`config.mk`:
```
export PLATFORM = sky130hd
export DESIGN_NAME = neo_frame_sequencer
export DESIGN_NICKNAME = d
export VERILOG_FILES = /design/src/rtl/neo_frame_sequencer.sv
export SDC_FILE = /design/constraint.sdc
export NUM_CORES = 1
export LEC_CHECK = 0
export ABC_AREA = 1
export BUFFER_PORTS_ARGS = -buffer_cell sky130_fd_sc_hd__buf_2
export CORE_MARGIN = 8
export CORE_UTILIZATION = 40
export CTS_CLUSTER_DIAMETER = 50
export DETAILED_ROUTE_END_ITERATION = 12
export PLACE_DENSITY_LB_ADDON = 0.25
export REMOVE_ABC_BUFFERS = 1
export SLEW_MARGIN = 20
export SYNTH_ARGS = -nofsm -noshare
export SYNTH_HDL_FRONTEND = slang
export SYNTH_SLANG_ARGS = --single-unit
export TNS_END_PERCENT = 5
```
`constraint.sdc`:
```
create_clock -name clock -period 3.8 [get_ports clock]
set_clock_uncertainty 0.1 [all_clocks]
set_input_delay 0.19 -clock clock [delete_from_list [all_inputs] [get_ports clock]]
set_output_delay 0.19 -clock clock [all_outputs]
set_load 0.05 [all_outputs]
```
`src/rtl/neo_frame_sequencer.sv`:
```
// rtl/neo_frame_sequencer.sv - frame buffer and load/send sequencer for an RGB pixel strand
// Optional auto-refresh enabled by defining NEO_AUTO_REFRESH_EN.
module neo_frame_sequencer #(
    parameter int NUM_PIXELS     = 5,
    parameter int REFRESH_CYCLES = 750000
) (
    input  logic       clock,
    input  logic       reset,
    input  logic       wr_en,
    input  logic [2:0] wr_pixel,
    input  logic [1:0] wr_color,
    input  logic [7:0] wr_level,
    input  logic       commit,
    output logic       busy,
    output logic       frame_done,
    output logic [2:0] pixel_index,
    output logic [1:0] color_index,
    output logic [7:0] color_level,
    output logic       load_color,
    output logic       send_it,
    input  logic       ready_to_load,
    input  logic       ready_to_send
);
    localparam int ENTRIES = NUM_PIXELS * 3;
    localparam int IW      = (ENTRIES > 1) ? $clog2(ENTRIES) : 1;

    typedef enum logic [1:0] {S_IDLE, S_LOAD, S_SEND, S_WAIT} state_t;

    state_t      r_state;
    logic [2:0]  r_pix;
    logic [1:0]  r_col;
    logic        r_pending;
    logic        r_wait_first;
    logic        r_frame_done;
    logic [7:0]  r_buf [ENTRIES];

    logic          w_wr_ok;
    logic [IW-1:0] w_wr_idx;
    logic [IW-1:0] w_rd_idx;
    logic          w_last;
    logic          w_refresh_tick;
    logic          w_start;

    assign w_wr_ok  = wr_en && ({1'b0, wr_pixel} < 4'(NUM_PIXELS)) && (wr_color != 2'd3);
    assign w_wr_idx = IW'(5'(wr_pixel) * 5'd3 + 5'(wr_color));
    assign w_rd_idx = IW'(5'(r_pix) * 5'd3 + 5'(r_col));
    assign w_last   = (r_pix == 3'(NUM_PIXELS - 1)) && (r_col == 2'd2);
    assign w_start  = commit || r_pending || w_refresh_tick;

`ifdef NEO_AUTO_REFRESH_EN
    localparam int CW = (REFRESH_CYCLES > 2) ? $clog2(REFRESH_CYCLES) : 1;
    logic [CW-1:0] r_refresh_cnt;

    // Held at zero outside IDLE, so every IDLE visit counts from zero.
    always_ff @(posedge clock) begin
        if (reset || r_state != S_IDLE || commit || w_refresh_tick)
            r_refresh_cnt <= '0;
        else
            r_refresh_cnt <= r_refresh_cnt + 1'b1;
    end

    assign w_refresh_tick = (r_state == S_IDLE) && (r_refresh_cnt == CW'(REFRESH_CYCLES - 1));
`else
    assign w_refresh_tick = (REFRESH_CYCLES < 0);
`endif

    // Reads are combinational off the registers, so a same-cycle write loads the old value.
    always_ff @(posedge clock) begin
        if (reset) begin
            for (int i = 0; i < ENTRIES; i++) r_buf[i] <= '0;
        end else if (w_wr_ok) begin
            r_buf[w_wr_idx] <= wr_level;
        end
    end

    always_ff @(posedge clock) begin
        if (reset) begin
            r_state      <= S_IDLE;
            r_pix        <= '0;
            r_col        <= '0;
            r_pending    <= 1'b0;
            r_wait_first <= 1'b0;
            r_frame_done <= 1'b0;
        end else begin
            r_frame_done <= 1'b0;
            if (commit && r_state != S_IDLE) r_pending <= 1'b1;
            case (r_state)
                S_IDLE: begin
                    if (w_start) begin
                        r_state   <= S_LOAD;
                        r_pix     <= '0;
                        r_col     <= '0;
                        r_pending <= 1'b0;
                    end
                end
                S_LOAD: begin
                    if (ready_to_load) begin
                        if (w_last) begin
                            r_state <= S_SEND;
                        end else if (r_col == 2'd2) begin
                            r_col <= '0;
                            r_pix <= r_pix + 3'd1;
                        end else begin
                            r_col <= r_col + 2'd1;
                        end
                    end
                end
                S_SEND: begin
                    if (ready_to_send) begin
                        r_state      <= S_WAIT;
                        r_wait_first <= 1'b1;
                    end
                end
                S_WAIT: begin
                    if (r_wait_first) begin
                        r_wait_first <= 1'b0;
                    end else if (ready_to_load) begin
                        r_state      <= S_IDLE;
                        r_frame_done <= 1'b1;
                    end
                end
                default: r_state <= S_IDLE;
            endcase
        end
    end

    assign busy        = (r_state != S_IDLE);
    assign frame_done  = r_frame_done;
    assign load_color  = (r_state == S_LOAD) && ready_to_load;
    assign send_it     = (r_state == S_SEND) && ready_to_send;
    assign pixel_index = (r_state == S_LOAD) ? r_pix : 3'd0;
    assign color_index = (r_state == S_LOAD) ? r_col : 2'd0;
    assign color_level = (r_state == S_LOAD) ? r_buf[w_rd_idx] : 8'd0;
endmodule

```
==> run_results.csv, run 1 <==
group,metric,value,unit
outcome,status,"finished clean",
finish,instances_no_fill,1015,
finish,syn_to_final_growth,15.9,%
clock_network,cts_tree,"yes",
finish,num_antenna_cells,0,
floorplan,ios,36,
worst_setup_path,end_kind,"primary output",
place,dpl.hpwl,12800,um
timing,fin_crit,3620,ps
clock_network,cts.htree.levels,4,
worst_hold_path,hold_class,"primary input to flip-flop",
place,dpl_cell_area,7340,um^2
place,place_congestion,0.892,
routing,drtIter0Drc,618,
timing,setup_viol,0,
floorplan,start_util,0.405,
finish,final_common_cell,"nand2_1",
power_and_ir_drop,leakagePower,0.00317,uW
synth,yosys_warnings,0,
routing,routed_wl,18700,um
routing,vias,5346,
routing,antenna_left,0,
clock_network,clkSlewWorstSetupHoldPaths,60,ps
timing,hold_ws,310,ps
finish,drive_above_1_share,0.165,
place,port_buffers,35,
place,placedCellCount,968,
finish,fin_nets,813,
floorplan,core-area,17100,um^2
synth,ys_types,30,
finish,layout_common_cells,"nand2_1, edfxtp_1, nor2_1, nand3_1, inv_1",
worst_hold_path,hold_end,"r_buf[7][3]",
worst_hold_path,worstHoldStart,"wr_en",
global_routing,grt_max_degree,65,
routing,drc,0,
power_and_ir_drop,p_per_area,808,nW/um^2
floorplan,die-area,21800,um^2
worst_setup_path,cp-start-kind,"flip-flop",
worst_hold_path,min_path_cells,5,
floorplan,die_x,148,um
clock_network,cts_made_buffers,17,
timing,max_freq,276,MHz
global_routing,track_usage,0.176,
clock_network,root_buffer,"clkbuf_16",
global_routing,antenna_found_initial,0,
floorplan,die_y,148,um
synth,synth-seq-cells,138,
worst_setup_path,path_max_fanout,12,
worst_setup_path,critPathKind,"flip-flop to primary output",
floorplan,num_rows,48,
worst_setup_path,r2r_slack,1740,ps
timing,maxSlewHeadroom,0.421,
timing,worst_slew_pin_slew,867,ps
clock_network,cts.sinks,138,
routing,firstDrtPassIters,6,
synth,ys_seq_area_frac,0.583,
worst_setup_path,arrival,3330,ps
power_and_ir_drop,vdd_ir_drop_max,0.492,mV
synth,syn_inst,730,
finish,fill_cells,1628,
routing,vias_per_cell,5.27,
timing,hold_viol_final,0,
routing,routedWlPerCell,18.5,um
synth,synth_area,6930,um^2
finish,finalInstanceArea,8040,um^2
synth,avgSynthCellArea,9.50,um^2
global_routing,grt_pass1_vias,5249,
worst_setup_path,cp.required,3510,ps
clock_network,clock_latency,420,ps
worst_setup_path,ff2ff_path_depth,8,
timing,period_share,0.953,
timing,final-max-slew-violation-count,0,
global_routing,grt_pass1_wl,29200,um
worst_setup_path,regToRegStartpoint,"r_state[1]",
clock_network,clockBufferDepth,2,
flow_run,maxCapViolations,0,
worst_setup_path,r2r-end,"r_pix[2]",
global_routing,gr-total-overflow,0,
finish,final_core_util,0.470,
==> cell type report <==
| class | count | area, um^2 | share of cell area |
|---|---|---|---|
| Sequential cell | 138 | 4040 | 0.503 |
| Multi-Input combinational cell | 506 | 2540 | 0.316 |
| Timing Repair Buffer | 67 | 452 | 0.0562 |
| Clock buffer | 18 | 429 | 0.0534 |
| Tap cell | 225 | 282 | 0.0350 |
| Inverter | 46 | 180 | 0.0224 |
| Clock inverter | 14 | 108 | 0.0134 |
| Timing Repair inverter | 1 | 7.51 | 0.000934 |
==> synth_stat cells, drive strengths merged <==
library cell	count	share of area
xnor2	1	0.0013
dfxtp	10	0.029
or2	1	0.00090
xor2	1	0.0013
buf	15	0.013
edfxtp	128	0.55
a211oi	1	0.0011
nand4	2	0.0027
nand2	192	0.10
nor2	112	0.061
clkbuf	25	0.014
fa	4	0.012
a22oi	1	0.0011
o21ai	5	0.0036
nor3b	1	0.0011
nand3	105	0.087
ha	13	0.023
nor3	44	0.048
inv	46	0.025
a21oi	23	0.017
==> metal layers <==
| metal | vias to the layer above | share of wire | global-route usage |
|---|---|---|---|
| met5 | - | 0 | 0 |
| met4 | 0 | 0.026 | 0.0709 |
| met3 | 44 | 0.070 | 0.0428 |
| met2 | 213 | 0.46 | 0.281 |
| met1 | 2544 | 0.44 | 0.227 |
| li1 | 2545 | - | - |
==> per-stage QoR <==
step	setup slack, ps	TNS, ps	total power [uW]
after global placement	640	0	4820
after floorplan	97.0	0	3900
after detailed placement	555	0	4860
final	177	0	6500
after CTS	77.3	0	6360
after global routing	-3.83	-3.83	6880
==> worst max-delay path: stages (launching register included) <==
cell	delay, ps
dfxtp_1	390
inv_1	120
fa_1	560
inv_1	40
ha_1	500
clkinvlp_4	380
nand3_1	190
nand3_1	80
nand3_1	100
nand2_1	50
nor2_1	180
buf_2	300
==> kinds of logic after synthesis <==
logic type | count (synthesis) | share of synthesized area
adder cells (fa/ha/maj) | 17 | 0.0350
flip-flops | 138 | 0.583
AND/OR/NAND/NOR | 457 | 0.305
XOR/XNOR | 2 | 0.00253
AO/OA/AOI/OAI | 30 | 0.0224
buffers and inverters | 86 | 0.0514
==> worst max-delay path by stage <==
stage	cells after the start	slack (ps)	to	start
2_1_floorplan	10	100	color_level[3]	r_pix[0]
3_3_place_gp	12	640	color_level[5]	r_pix[0]
3_5_place_dp	12	550	color_level[3]	r_pix[0]
4_1_cts	12	80	color_level[3]	r_pix[0]
5_1_grt	13	-4	color_level[5]	r_pix[0]
6_report	11	180	color_level[3]	r_pix[0]
==> report_power, final <==
group          leakage (uW)  switching (uW)  internal [uW]
Combinational       0.00162            2280            869
Clock              0.000250             629            885
Sequential          0.00130            55.7           1780
Total               0.00317            2970           3530
==> registers in the layout, summed over array words and instances, names as in the netlist <==
register / cells
frame_done: 1
r_col: 2
r_pix: 3
r_buf: 128
r_state: 2
r_wait_first: 1
r_pending: 1
==> repair_timing <==
action,CTS,global route
resized for setup,0,5
hold endpoints to repair,13,0
hold buffers,12,0
buffers inserted,0,2
endpoints found under the setup margin,0,8
No activity file was read; power rests on OpenSTA's default activity.
==> run 2: changes to the inputs <==
Settings changed: BUFFER_PORTS_ARGS -buffer_cell sky130_fd_sc_hd__buf_2 to -buffer_cell sky130_fd_sc_hd__buf_4, GPL_TIMING_DRIVEN from default to 0.
==> run_results.csv, run 2 (synthesis gave the netlist of run 1 again) <==
group,metric,value,unit
timing,period_share,0.955,
finish,regMostFlops,"r_buf",
outcome,status,"finished clean",
worst_setup_path,path_max_fanout,8,
timing,final-max-slew-violation-count,0,
global_routing,grt_pass1_wl,27200,um
global_routing,grt.met1_usage,0.202,
place,dpl_cell_area,7330,um^2
global_routing,gr-usage-met2,0.263,
place,place_congestion,0.811,
timing,setup_viol,0,
timing,hold_viol_final,0,
routing,routed_wl,17300,um
floorplan,die_y,148,um
global_routing,busiest_layer,"met2",
finish,final_core_util,0.476,
global_routing,grt_pass1_vias,5053,
place,dpl.hpwl,11300,um
global_routing,antenna_found_initial,0,
floorplan,die_x,148,um
worst_setup_path,crit_start,"r_pix[0]",
worst_setup_path,r2r_slack,1830,ps
floorplan,die-area,21800,um^2
timing,maxSlewHeadroom,0.447,
finish,syn_to_final_growth,17.4,%
finish,regArea,4050,um^2
finish,fill_cells,1612,
routing,routedWlPerCell,17.3,um
power_and_ir_drop,p_per_area,830,nW/um^2
clock_network,root_buffer,"clkbuf_16",
worst_setup_path,critPathKind,"flip-flop to primary output",
routing,vias,5234,
worst_hold_path,hold_class,"flip-flop to flip-flop",
timing,rsz0062_at_grt,"no",
floorplan,start_util,0.405,
clock_network,cts_made_buffers,17,
clock_network,clock_latency,430,ps
clock_network,cts.sinks,138,
worst_setup_path,ff2ff_path_depth,9,
clock_network,clockBufferDepth,2,
timing,worst_slew_pin_slew,827,ps
routing,antenna_left,0,
routing,vias_per_cell,5.23,
finish,final_common_cell,"nand2_1",
worst_setup_path,end_kind,"primary output",
place,placedCellCount,951,
worst_setup_path,crit_end,"color_level[3]",
floorplan,core-area,17100,um^2
worst_setup_path,r2r-end,"r_pix[0]",
finish,instances_no_fill,1001,
finish,largest_register_ffs,128,
worst_hold_path,min_path_cells,2,
global_routing,grt_max_degree,66,
clock_network,cts_tree,"yes",
finish,finalInstanceArea,8140,um^2
routing,drtIter0Drc,404,
global_routing,track_usage,0.164,
global_routing,gr-total-overflow,0,
worst_setup_path,cp-start-kind,"flip-flop",
floorplan,ios,36,
finish,layout_common_cells,"nand2_1, edfxtp_1, nor2_1, nand3_1",
worst_setup_path,cp.required,3510,ps
worst_setup_path,regToRegStartpoint,"r_state[1]",
finish,drive_above_1_share,0.162,
finish,largest_registers,"r_buf: 128 flops, r_pix: 3 flops",
global_routing,grtUsageMet3,0.0394,
clock_network,cts.htree.levels,4,
clock_network,clkSlewWorstSetupHoldPaths,60,ps
finish,num_antenna_cells,0,
place,port_buffers,35,
power_and_ir_drop,leakagePower,0.00315,uW
timing,max_freq,275,MHz
finish,fin_nets,799,
power_and_ir_drop,vdd_ir_drop_max,0.548,mV
routing,firstDrtPassIters,5,
flow_run,maxCapViolations,0,
timing,fin_crit,3630,ps
worst_setup_path,arrival,3340,ps
floorplan,num_rows,48,
finish,multi_input_area,2600,um^2
routing,drc,0,
==> run 2: cell count changes in the layout (fill, tap and decap cells not counted), sizes merged <==
cell      previous run  this run
clkbuf              19        17
clkinv               8         9
buf                 54        40
clkinvlp             8         7
bufinv               1         3
==> run 2: repair_timing <==
| item | 4_1_cts | 5_1_grt |
|---|---|---|
| gates cloned | 2 | 0 |
| endpoints found under the hold margin | 13 | 0 |
| buffers inserted | 4 | 0 |
| endpoints found under the setup margin | 8 | 8 |
| resized for setup | 10 | 4 |
| hold buffers | 12 | 0 |
| pin swaps | 1 | 0 |
==> run 2: metal layers <==
metal  vias up  part of all wire
li1       2511                 -
met1      2509              0.44
met2       173              0.47
met3        41             0.053
met4         0             0.034
met5         -                 0
==> run 2: layout make-up <==
cell class / instances / area share
sequential: 138 / 0.497
multi-input combinational: 506 / 0.319
timing repair buffer: 52 / 0.0532
clock buffer: 17 / 0.0523
tap: 225 / 0.0346
inverter: 46 / 0.0224
clock inverter: 15 / 0.0194
timing repair inverter: 2 / 0.00184
==> run 2: worst max-delay path, stage by stage (launching register included) <==
cell        delay, ps
dfxtp_2           380
inv_1             120
fa_1              550
inv_1              60
ha_4              150
inv_1              70
fa_2              500
clkinvlp_4        110
buf_4             160
nand2_1            60
a21oi_1           220
nor2_1             70
nor2_1            220
buf_4             250
==> run 2: worst min-delay path by stage <==
stage	startpoint	to	slack [ps]
finish	r_wait_first	r_wait_first	370
floorplan	reset	r_col[0]	160
CTS	wr_level[1]	r_buf[15][1]	370
global route	wr_level[4]	r_buf[15][4]	380
global placement	wr_level[1]	r_buf[15][1]	280
detailed placement	wr_level[4]	r_buf[15][4]	280
==> run 2: stage by stage <==
step | total power [uW] | hold slack, ps | TNS (ps) | worst slack (ps)
after floorplan | 3900 | 159 | 0 | 97.0
after global placement | 4810 | 279 | -6200 | -781
after detailed placement | 4910 | 279 | -301 | -89.1
after CTS | 6760 | 368 | 0 | 69.1
after global routing | 7150 | 381 | 0 | 33.9
final | 6750 | 368 | 0 | 169
==> run 2: report_power, final <==
| part | internal, uW | total [uW] | switching, uW | leakage, uW |
|---|---|---|---|---|
| clock network | 1020 | 1650 | 630 | 0.000281 |
| logic | 975 | 3270 | 2300 | 0.00158 |
| registers | 1780 | 1830 | 55.9 | 0.00130 |
| total | 3770 | 6750 | 2980 | 0.00315 |
==> run 3: changes to the inputs <==
Settings changed: CORE_MARGIN 8 to 2, CORE_UTILIZATION 40 to 65.
Clock period 3.8 ns to 4.63 ns, I/O delays scaled along.
==> run_results.csv, run 3 (synthesis gave the netlist of run 1 again) <==
group,metric,value,unit
worst_setup_path,path_max_fanout,9,
floorplan,num_rows,37,
finish,largest_register_ffs,128,
power_and_ir_drop,leakagePower,0.00311,uW
global_routing,track_usage,0.302,
clock_network,clkSlewWorstSetupHoldPaths,60,ps
routing,drtIter0Drc,621,
worst_setup_path,arrival,3880,ps
worst_hold_path,hold_end,"r_buf[7][5]",
worst_hold_path,worstHoldStart,"wr_en",
floorplan,die_x,107,um
routing,vias_per_cell,5.95,
clock_network,cts_made_buffers,17,
power_and_ir_drop,p_per_area,671,nW/um^2
power_and_ir_drop,vdd_ir_drop_max,0.537,mV
floorplan,die-area,11500,um^2
global_routing,grt_pass1_wl,25900,um
floorplan,ios,36,
worst_setup_path,crit_slowest_cell,"xor2_1",
timing,hold_viol_final,0,
worst_setup_path,cp-start-kind,"flip-flop",
routing,routedWlPerCell,18.6,um
worst_setup_path,r2r-end,"r_pix[1]",
clock_network,clock_latency,530,ps
worst_setup_path,r2r_slack,2600,ps
timing,period_share,0.909,
place,port_buffers,35,
routing,drc,0,
place,place_congestion,0.778,
outcome,status,"finished clean",
floorplan,core-area,10300,um^2
finish,largest_registers,"r_buf: 128 flops, r_pix: 3 flops",
worst_setup_path,regToRegStartpoint,"r_state[1]",
worst_hold_path,min_path_cells,5,
flow_run,maxCapViolations,0,
worst_setup_path,cpMostUsedCell,"inv_1",
floorplan,die_y,107,um
worst_setup_path,end_kind,"primary output",
finish,regMostFlops,"r_buf",
worst_setup_path,cp.required,4300,ps
global_routing,grt_pass1_vias,5102,
clock_network,cts.sinks,138,
worst_setup_path,ff2ff_path_depth,9,
finish,drive_above_1_share,0.140,
finish,final_common_cell,"nand2_1",
floorplan,start_util,0.672,
global_routing,gr-total-overflow,0,
worst_setup_path,slowest_delay,630,ps
routing,antenna_left,0,
place,dpl.hpwl,10300,um
worst_setup_path,critPathKind,"flip-flop to primary output",
timing,max_freq,238,MHz
timing,final-max-slew-violation-count,0,
clock_network,cts.htree.levels,4,
finish,syn_to_final_growth,13.6,%
worst_hold_path,hold_class,"primary input to flip-flop",
finish,fin_nets,793,
routing,firstDrtPassIters,5,
clock_network,cts_tree,"yes",
global_routing,grt_max_degree,66,
worst_setup_path,path_buf_inv,5,
clock_network,clockBufferDepth,2,
global_routing,antenna_found_initial,0,
clock_network,root_buffer,"clkbuf_8",
timing,finalWorstSetupSlack,422,ps
worst_setup_path,cp_top_family,"adder cells",
routing,vias,5392,
timing,tns,0,ps
place,dp_slack,646,ps
finish,layout_common_cells,"nand2_1, edfxtp_1, nor2_1, nand3_1, inv_1",
finish,num_antenna_cells,0,
timing,rsz0062_at_grt,"no",
routing,routed_wl,16800,um
timing,fin_crit,4210,ps
timing,setup_viol,0,
worst_setup_path,path_cells,"inv_1, fa_1, inv_1, ha_4, inv_1, fa_2, xor2_1, inv_1, nand2_1, nor2_1, nor2_1, buf_4",
timing,worst_slew_pin_slew,1100,ps
timing,maxSlewHeadroom,0.262,
[run 3: cell count changes in the layout (fill, tap and decap cells not counted), moves of 2 or more]
cell	delta
a21oi_2	-4
clkinvlp_4	-4
clkbuf_1	+3
clkinv_1	+2
buf_4	-4
a21oi_1	+4
[run 3: worst reg2reg max path, stage by stage (launching register included)]
cell	delay, ps
dfxtp_1	320
inv_1	100
ha_1	660
inv_1	180
nand2_1	140
nand2_1	80
nand2_1	140
nand2_1	90
nand2_1	60
nor2_1	50
[run 3: where the power goes]
group	internal, uW	switching, uW
Clock	752	492
Combinational	716	1820
Sequential	1460	47.6
[run 3: cell type report]
| type | count | area (um^2) |
|---|---|---|
| Multi-Input combinational cell | 506 | 2570 |
| Tap cell | 136 | 170 |
| Inverter | 46 | 178 |
| Timing Repair Buffer | 47 | 383 |
| Timing Repair inverter | 1 | 7.51 |
| Sequential cell | 138 | 4040 |
| Clock inverter | 12 | 106 |
| Fill cell | 682 | 2440 |
| Clock buffer | 20 | 425 |
[run 3: what timing repair did]
action,in CTS,in global routing
hold endpoints to repair,13,0
hold buffers,12,0
setup buffers,0,0
resized for setup,0,4
setup endpoints to repair,0,8
[run 3: worst max path at each step]
stage,from,endpoint,slack (ps),depth (start not counted)
2_1_floorplan,r_pix[0],color_level[3],890,10
3_3_place_gp,r_col[0],color_level[1],140,9
3_5_place_dp,r_pix[0],color_level[3],650,11
4_1_cts,r_pix[0],color_level[3],30,11
5_1_grt,r_pix[0],color_level[3],160,12
6_report,r_pix[0],color_level[3],420,12
[run 3: metrics by stage]
stage / hold slack, ps / total power (uW) / cells / util / instance area [um^2]
after floorplan: 201 / 3200 / 690 / - / 6750
after global placement: 318 / 3820 / 861 / 0.696 / 7180
after detailed placement: 320 / 3910 / 861 / 0.698 / 7200
after CTS: 318 / 5150 / 905 / 0.761 / 7860
after global routing: 331 / 5550 / 906 / 0.763 / 7880
final: 322 / 5290 / 906 / 0.763 / 7880
[run 3: per-layer routing]
metal	share of wire	GRT usage	vias up
met1	0.38	0.393	2571
li1	-	-	2510
met2	0.51	0.504	277
met3	0.10	0.0599	34
met4	0.019	0.112	0
met5	0	0	-
